$ cat src/rtl/fetch_prefetch_unit_pkg.sv
`default_nettype none
// ============================================================================
// Module      : fetch_prefetch_unit_pkg
// Description : Shared defaults and helpers for the instruction-fetch stage
//               with prefetch queue (PC step, reset PC, NOP encoding, counter
//               width helper).
// Revision    : 1.0 - initial release
// ============================================================================
package fetch_prefetch_unit_pkg;

    localparam int unsigned c_PC_STEP_DEFAULT  = 4;
    localparam logic [31:0] c_RESET_PC_DEFAULT = 32'h0000_0000;
    localparam logic [31:0] c_NOP_INSN         = 32'h0000_0013;

    // Width needed to count 0..depth inclusive.
    function automatic int cnt_width(input int depth);
        return $clog2(depth + 1);
    endfunction

endpackage
`default_nettype wire

$ cat src/rtl/fetch_sync_fifo.sv
`default_nettype none
// ============================================================================
// Module      : fetch_sync_fifo
// Description : Synchronous FIFO holding {pc, instruction} entries for the
//               fetch stage. Head is read combinationally (first-word view).
//               Flush empties the queue in one cycle and wins over push/pop.
//               A push on a full queue is accepted only together with a pop.
// Ports       : clk, rst (async, active-low)
//               flush_i, push_i, push_data_i, pop_i  - control / write data
//               head_data_o                          - oldest entry
//               count_o, full_o, empty_o             - occupancy status
// Revision    : 1.0 - initial release
// ============================================================================
module fetch_sync_fifo
    import fetch_prefetch_unit_pkg::*;
#(
    parameter int WIDTH = 64,
    parameter int DEPTH = 4,
    parameter int CW    = cnt_width(DEPTH)
) (
    input  logic             clk,
    input  logic             rst,
    input  logic             flush_i,
    input  logic             push_i,
    input  logic [WIDTH-1:0] push_data_i,
    input  logic             pop_i,
    output logic [WIDTH-1:0] head_data_o,
    output logic [CW-1:0]    count_o,
    output logic             full_o,
    output logic             empty_o
);

    localparam int PW = (DEPTH > 1) ? $clog2(DEPTH) : 1;

    logic [WIDTH-1:0] mem_q [DEPTH];
    logic [PW-1:0]    wr_ptr_q;
    logic [PW-1:0]    rd_ptr_q;
    logic [CW-1:0]    count_q;
    logic             push_ok;
    logic             pop_ok;

    // Pointers wrap explicitly so non-power-of-two depths also work.
    function automatic logic [PW-1:0] ptr_inc(input logic [PW-1:0] p);
        return (p == PW'(DEPTH - 1)) ? '0 : p + PW'(1);
    endfunction

    assign empty_o     = (count_q == '0);
    assign full_o      = (count_q == CW'(DEPTH));
    assign count_o     = count_q;
    assign head_data_o = mem_q[rd_ptr_q];

    assign push_ok = push_i && (!full_o || pop_i);
    assign pop_ok  = pop_i && !empty_o;

    always_ff @(posedge clk or negedge rst) begin
        if (!rst) begin
            wr_ptr_q <= '0;
            rd_ptr_q <= '0;
            count_q  <= '0;
        end else if (flush_i) begin
            wr_ptr_q <= '0;
            rd_ptr_q <= '0;
            count_q  <= '0;
        end else begin
            if (push_ok) wr_ptr_q <= ptr_inc(wr_ptr_q);
            if (pop_ok)  rd_ptr_q <= ptr_inc(rd_ptr_q);
            count_q <= count_q + CW'(push_ok) - CW'(pop_ok);
        end
    end

    // Storage needs no reset: entries are only visible while counted.
    always_ff @(posedge clk) begin
        if (push_ok && !flush_i) begin
            mem_q[wr_ptr_q] <= push_data_i;
        end
    end

endmodule
`default_nettype wire

$ cat src/rtl/fetch_prefetch_unit.sv
`default_nettype none
// ============================================================================
// Module      : fetch_prefetch_unit
// Description : Instruction-fetch stage with decoupled prefetch queue.
//               Issues sequential PC requests to a pipelined in-order
//               instruction memory, buffers returned words with their PC and
//               presents {pc, npc, ir} to ID. Redirects flush the queue and
//               discard responses that were already in flight.
// Ports       : clk, rst (async, active-low)
//               redirect_valid/redirect_pc           - branch/jump redirect
//               imem_req_valid/ready/addr            - fetch request
//               imem_rsp_valid/data                  - fetch response
//               if_valid/if_ready/if_pc/if_npc/if_ir - toward ID
//               inflight                             - outstanding requests
// Revision    : 1.0 - initial release
// ============================================================================
module fetch_prefetch_unit
    import fetch_prefetch_unit_pkg::*;
#(
    parameter int              XLEN     = 32,
    parameter int              ILEN     = 32,
    parameter int              DEPTH    = 4,
    parameter logic [XLEN-1:0] RESET_PC = XLEN'(c_RESET_PC_DEFAULT),
    parameter int unsigned     PC_STEP  = c_PC_STEP_DEFAULT
) (
    input  logic                         clk,
    input  logic                         rst,
    input  logic                         redirect_valid,
    input  logic [XLEN-1:0]              redirect_pc,
    output logic                         imem_req_valid,
    input  logic                         imem_req_ready,
    output logic [XLEN-1:0]              imem_req_addr,
    input  logic                         imem_rsp_valid,
    input  logic [ILEN-1:0]              imem_rsp_data,
    output logic                         if_valid,
    input  logic                         if_ready,
    output logic [XLEN-1:0]              if_pc,
    output logic [XLEN-1:0]              if_npc,
    output logic [ILEN-1:0]              if_ir,
    output logic [cnt_width(DEPTH)-1:0]  inflight
);

    localparam int CW = cnt_width(DEPTH);
    localparam int SW = CW + 1;

    logic [XLEN-1:0]      fetch_pc_q, fetch_pc_d;
    logic [XLEN-1:0]      rsp_pc_q,   rsp_pc_d;
    logic [CW-1:0]        inflight_q, inflight_d;
    logic [CW-1:0]        drop_cnt_q, drop_cnt_d;

    logic [CW-1:0]        q_count;
    logic                 q_full;
    logic                 q_empty;
    logic [XLEN+ILEN-1:0] q_head;
    logic [SW-1:0]        credit_used;
    logic                 req_fire;
    logic                 rsp_fire;
    logic                 q_push;
    logic                 q_pop;
    logic [XLEN-1:0]      head_pc;

    // Queued words plus outstanding fetches never exceed DEPTH, so every
    // response is guaranteed a free queue slot. The rst term keeps the
    // request low while reset is held.
    assign credit_used    = {1'b0, inflight_q} + {1'b0, q_count};
    assign imem_req_valid = rst && !redirect_valid && (credit_used < SW'(DEPTH));
    assign imem_req_addr  = fetch_pc_q;
    assign req_fire       = imem_req_valid && imem_req_ready;

    // A response with nothing outstanding is a protocol error and ignored.
    assign rsp_fire = imem_rsp_valid && (inflight_q != '0);
    assign q_push   = rsp_fire && (drop_cnt_q == '0) && !redirect_valid
                      && (!q_full || q_pop);
    assign q_pop    = if_valid && if_ready;

    always_comb begin
        fetch_pc_d = fetch_pc_q;
        rsp_pc_d   = rsp_pc_q;
        drop_cnt_d = drop_cnt_q;
        inflight_d = inflight_q + CW'(req_fire) - CW'(rsp_fire);
        if (redirect_valid) begin
            // Everything still outstanding after this cycle belongs to the
            // old stream and must be discarded when it returns.
            fetch_pc_d = redirect_pc;
            rsp_pc_d   = redirect_pc;
            drop_cnt_d = inflight_d;
        end else begin
            if (req_fire) begin
                fetch_pc_d = fetch_pc_q + XLEN'(PC_STEP);
            end
            if (rsp_fire) begin
                if (drop_cnt_q != '0) begin
                    drop_cnt_d = drop_cnt_q - CW'(1);
                end else begin
                    rsp_pc_d = rsp_pc_q + XLEN'(PC_STEP);
                end
            end
        end
    end

    always_ff @(posedge clk or negedge rst) begin
        if (!rst) begin
            fetch_pc_q <= RESET_PC;
            rsp_pc_q   <= RESET_PC;
            inflight_q <= '0;
            drop_cnt_q <= '0;
        end else begin
            fetch_pc_q <= fetch_pc_d;
            rsp_pc_q   <= rsp_pc_d;
            inflight_q <= inflight_d;
            drop_cnt_q <= drop_cnt_d;
        end
    end

    fetch_sync_fifo #(
        .WIDTH (XLEN + ILEN),
        .DEPTH (DEPTH),
        .CW    (CW)
    ) u_queue (
        .clk         (clk),
        .rst         (rst),
        .flush_i     (redirect_valid),
        .push_i      (q_push),
        .push_data_i ({rsp_pc_q, imem_rsp_data}),
        .pop_i       (q_pop),
        .head_data_o (q_head),
        .count_o     (q_count),
        .full_o      (q_full),
        .empty_o     (q_empty)
    );

    // Outputs read zero whenever no instruction is presented.
    assign if_valid = !q_empty;
    assign head_pc  = q_head[XLEN+ILEN-1:ILEN];
    assign if_pc    = if_valid ? head_pc                   : '0;
    assign if_npc   = if_valid ? head_pc + XLEN'(PC_STEP)  : '0;
    assign if_ir    = if_valid ? q_head[ILEN-1:0]          : '0;
    assign inflight = inflight_q;

endmodule
`default_nettype wire
$ cat config.mk
export PLATFORM = sky130hd
export DESIGN_NAME = fetch_prefetch_unit
export DESIGN_NICKNAME = d
export VERILOG_FILES = /design/src/rtl/fetch_prefetch_unit_pkg.sv /design/src/rtl/fetch_sync_fifo.sv /design/src/rtl/fetch_prefetch_unit.sv
export SDC_FILE = /design/constraint.sdc
export NUM_CORES = 1
export LEC_CHECK = 0
export BUFFER_PORTS_ARGS = -buffer_cell sky130_fd_sc_hd__buf_2
export CORE_MARGIN = 4
export CORE_UTILIZATION = 52
export DETAILED_ROUTE_END_ITERATION = 10
export PLACE_DENSITY = 0.73
export SYNTH_ARGS = -nofsm -noshare
export SYNTH_HDL_FRONTEND = slang
export SYNTH_SLANG_ARGS = --single-unit
$ cat constraint.sdc
create_clock -name clk -period 3.4 [get_ports clk]
set_input_delay 1.02 -clock clk [delete_from_list [all_inputs] [get_ports clk]]
set_output_delay 1.02 -clock clk [all_outputs]
set_load 0.03 [all_outputs]
==> impl_summary.md <==
Floorplanning
The die is 177 um wide. The number of placed I/O pins is 203. The floorplan step defined a core boundary enclosing 27900 sq um.

The starting utilization of the core area is 0.529. The site row count is 61. The floorplan step defined a die boundary enclosing 31200 sq um. The die extent in y is 177 um.

Hold path
For hold timing, the worst endpoint is imem_req_addr[31]$_DFFE_PN0N_. In this run the most critical hold path is launched from imem_req_addr[31]$_DFFE_PN0N_. The cell depth of the worst min-delay path is 1. The path class of the tightest hold or removal check is reg -> reg.

Setup path
Counting cells, the worst reg-to-reg path comes to 8. The worst register-to-register path begins at u_queue.count_o[1]$_DFF_PN0_. The endpoint type of the worst setup path is a primary output. The worst register-to-register path has a setup slack of 0.63 ns. STA classifies the critical path startpoint as a flop.

The endpoint required time on the critical path is 2.38 ns. The worst register-to-register path ends at imem_req_addr[21]$_DFFE_PN0N_. Data arrives at the worst endpoint at 2.90 ns.

The top fanout value on the critical path is 8. The classification of the worst setup path is reg -> out.

Power and ir drop
Of the total power, the share spent switching nets is 0.351. The combinational share of power is 0.349. The total design power is 0.0133 W. The switching power of the nets is 0.00467 W. Across the VDD grid, the largest voltage drop is 514 uV. The internal portion of the total power is 0.00863 W. Dividing total power by cell area gives a power density of 732 nW/um^2.

Of the total power, registers draw 0.370. Of the total power, the clock network draws 0.281. The leakage power summed over all cells is 6.83 nW.

Cells and area
The fraction of the core area covered by cells at the end of the flow is 0.650. The growth of design area from synthesis to finish is 22.9%. After filler insertion, the fill cell instance count of the layout stands at 2005. The share of final-layout standard cells stronger than drive strength 1 is 0.359.

The count of nets after finishing is 1344.

STA
The relative slew slack is 0.229. In the post-route analysis, the smallest setup slack over all paths is -0.523 ns. The post-route clock period utilization is 1.15. The total negative setup slack is -13.71 ns. The maximum clock skew at final layout is 0.0143 ns. The clock period minus final worst setup slack is 3.92 ns. The final-report max-slew violation count was 0.

Setup repair after global routing could not meet its margin everywhere. The transition time at the pin with the least slew margin is 1.15 ns. The fmax is 255 MHz.

The number of endpoints with negative hold slack in the final report is 0. Setup violations remaining at the end of the flow were counted as 46.

Drt
The number of DRC markers after the initial detailed-route iteration is 695. The via-per-instance ratio is 5.62. Before antenna repair, the detailed router went through 5 iterations. The final layout contains routed wiring with a total length of 33500 um. In this run the remaining antenna-violating nets after routing total 0. The total via count after detailed routing is 9348. The detailed-route wire length per cell is 20.1 um.

The total DRC errors in the routed layout is 0.

Global route
The global router's overall resource usage is 0.214. The overflow left after global routing is 0. Entering global routing, the biggest net connects 65 pins.

The first global-routing pass estimated 52500 um of wire. The number of antenna violations at the first check in global routing is 2. The via count of the first global-routing pass is 9421.

Logic synthesis
The share of synthesized area in the top cell type comes to 0.520. The number of standard cells after synthesis is 986. Summed over all instances, the cell type with the most area after synthesis is edfxtp_1. In the synthesized netlist the dominant register cell turns out to be edfxtp_1. For this run, the register share of the synthesized area comes to 0.650.

By count the netlist is led by edfxtp_1, dfrtp_1, and2_1. The number of nets in the synthesized netlist is 1074. Summing every instance area after synthesis gives 14800 sq um. The synthesized design contains 333 register bits. A synthesized cell averages 15.0 sq um. Yosys attributes the largest share of cell area to edfxtp_1, dfrtp_1, mux4_2, and2_1, xnor2_1. Counting flops with an async set or reset pin after synthesis yields a share of 0.231. The number of enable flip-flop cells after synthesis is 256.

The count of synthesis-stage warnings from yosys is 0. edfxtp_1 is the most common cell in the netlist. Counting distinct cell types in the post-synthesis netlist gives 53.

Run status
The checks that failed: negative setup slack. The run finished, with violations left.

Placement
At the end of routability-driven placement, the weighted congestion stood at 0.858. Timing analysis after detailed placement gives a worst setup slack of -0.115 ns. Input and output buffers added on the ports amount to 202. Detailed placement finished with a half-perimeter wire length of 22300 um.

Clock network
The TritonCTS buffer count is 35. The clock tree from TritonCTS is done. The tree built by TritonCTS fans out to 333 sinks. After clock tree synthesis, the clock-pin slew on the worst setup and hold paths is 0.06 ns. The worst-skew pair later-pin latency is 0.52 ns. The largest buffer count on any clock path is 3. In this run the clock root is driven by a clkbuf_16. The H-tree was split into 2 levels.

Job
The max-cap violation count is 0.
-- registers in the layout, indices dropped and copies added, names as in the netlist --
| name | flops |
|---|---|
| drop_cnt_q | 3 |
| u_queue.mem_q | 256 |
| u_queue.wr_ptr_q | 2 |
| imem_req_addr | 32 |
| rsp_pc_q | 32 |
| u_queue.count_o | 3 |
| u_queue.rd_ptr_q | 2 |
| inflight | 3 |
-- worst max path at each step --
stage	to	cells after the start	startpoint
6_report	if_npc[24]	10	u_queue.rd_ptr_q[0]$_DFFE_PN0P_
5_1_grt	if_npc[24]	10	u_queue.rd_ptr_q[0]$_DFFE_PN0P_
4_1_cts	if_npc[18]	10	u_queue.rd_ptr_q[0]$_DFFE_PN0P_
3_5_place_dp	if_npc[20]	8	u_queue.rd_ptr_q[0]$_DFFE_PN0P_
3_3_place_gp	if_npc[20]	8	u_queue.rd_ptr_q[0]$_DFFE_PN0P_
2_1_floorplan	drop_cnt_q[2]$_DFFE_PN0P_	16	redirect_valid
-- cell type report --
type                       count  area (sq um)  area share
antenna                        1          2.50    0.000138
clock buffer                  39           901      0.0496
clock inverter                25           238      0.0131
inverter                      29           109     0.00599
multi-input combinational    576          4950       0.272
sequential                   333          9620       0.530
tap                          378           473      0.0260
timing repair buffer         281          1870       0.103
-- per-layer routing --
layer / global-route usage / share of wire / vias to the layer above
li1: - / - / 4244
met1: 0.321 / 0.44 / 4687
met2: 0.332 / 0.46 / 368
met3: 0.0335 / 0.072 / 47
met4: 0.0554 / 0.019 / 2
met5: 0 / 0.00039 / -
-- through the flow --
step	std cells	hold WS (ns)	area, sq um
final	1662	0.513	18200
after CTS	1657	0.511	18100
after detailed placement	1583	0.502	16700
after global placement	1583	0.500	16700
after global routing	1661	0.531	18200
after floorplan	986	0.476	14900
-- worst max-delay path, cell delays in order (launching register included) --
cell and delay (ns):
dfrtp_4 0.54, mux4_2 0.40, ha_4 0.19, nand2_4 0.06
o22ai_4 0.19, nand4_4 0.22, buf_6 0.21, nor3b_4 0.19
xnor2_1 0.16, nor2_2 0.06, buf_6 0.15
-- placed cells by master, fill, tap and decap left out, drive strengths merged, types with 3 or more instances in the layout --
master and n:
a21oi 18, a31oi 6, and2 75, and3 21
and4 9, buf 281, bufinv 3, clkbuf 39
clkinv 20, dfrtp 77, edfxtp 256, ha 16
inv 29, mux2 13, mux2i 6, mux4 64
nand2 63, nand3 31, nand4 17, nand4b 4
nor2 58, nor2b 4, nor3 17, nor3b 3
nor4 3, o211ai 6, o21ai 48, o311ai 10
or3 5, xnor2 39, xor2 27
-- power by group through the flow --
stage | Combinational, W | Clock, W | Sequential, W
6_report | 0.00464 | 0.00374 | 0.00492
5_1_grt | 0.00497 | 0.00400 | 0.00495
4_1_cts | 0.00462 | 0.00381 | 0.00492
3_5_place_dp | 0.00441 | 0 | 0.00500
3_3_place_gp | 0.00435 | 0 | 0.00499
2_1_floorplan | 0.00296 | 0 | 0.00504
-- logic make-up (layout without fill, tap and decap cells) --
logic type	Yosys count	in the layout	share of synthesized area
flops	333	333	0.650
simple gates	318	318	0.119
compound gates	91	91	0.0363
mux	83	83	0.113
buf+inv	77	374	0.0256
xor+xnor	66	66	0.0391
fa+ha+maj	18	18	0.0163
other cells	0	1	0
-- what timing repair did --
action | CTS | global route
gates resized for setup | 63 | 14
setup buffers | 10 | 4
pin swaps | 16 | 10
hold buffers | 0 | 0
endpoints found under the setup margin | 57 | 60
Power figures use the tool's default switching activity.
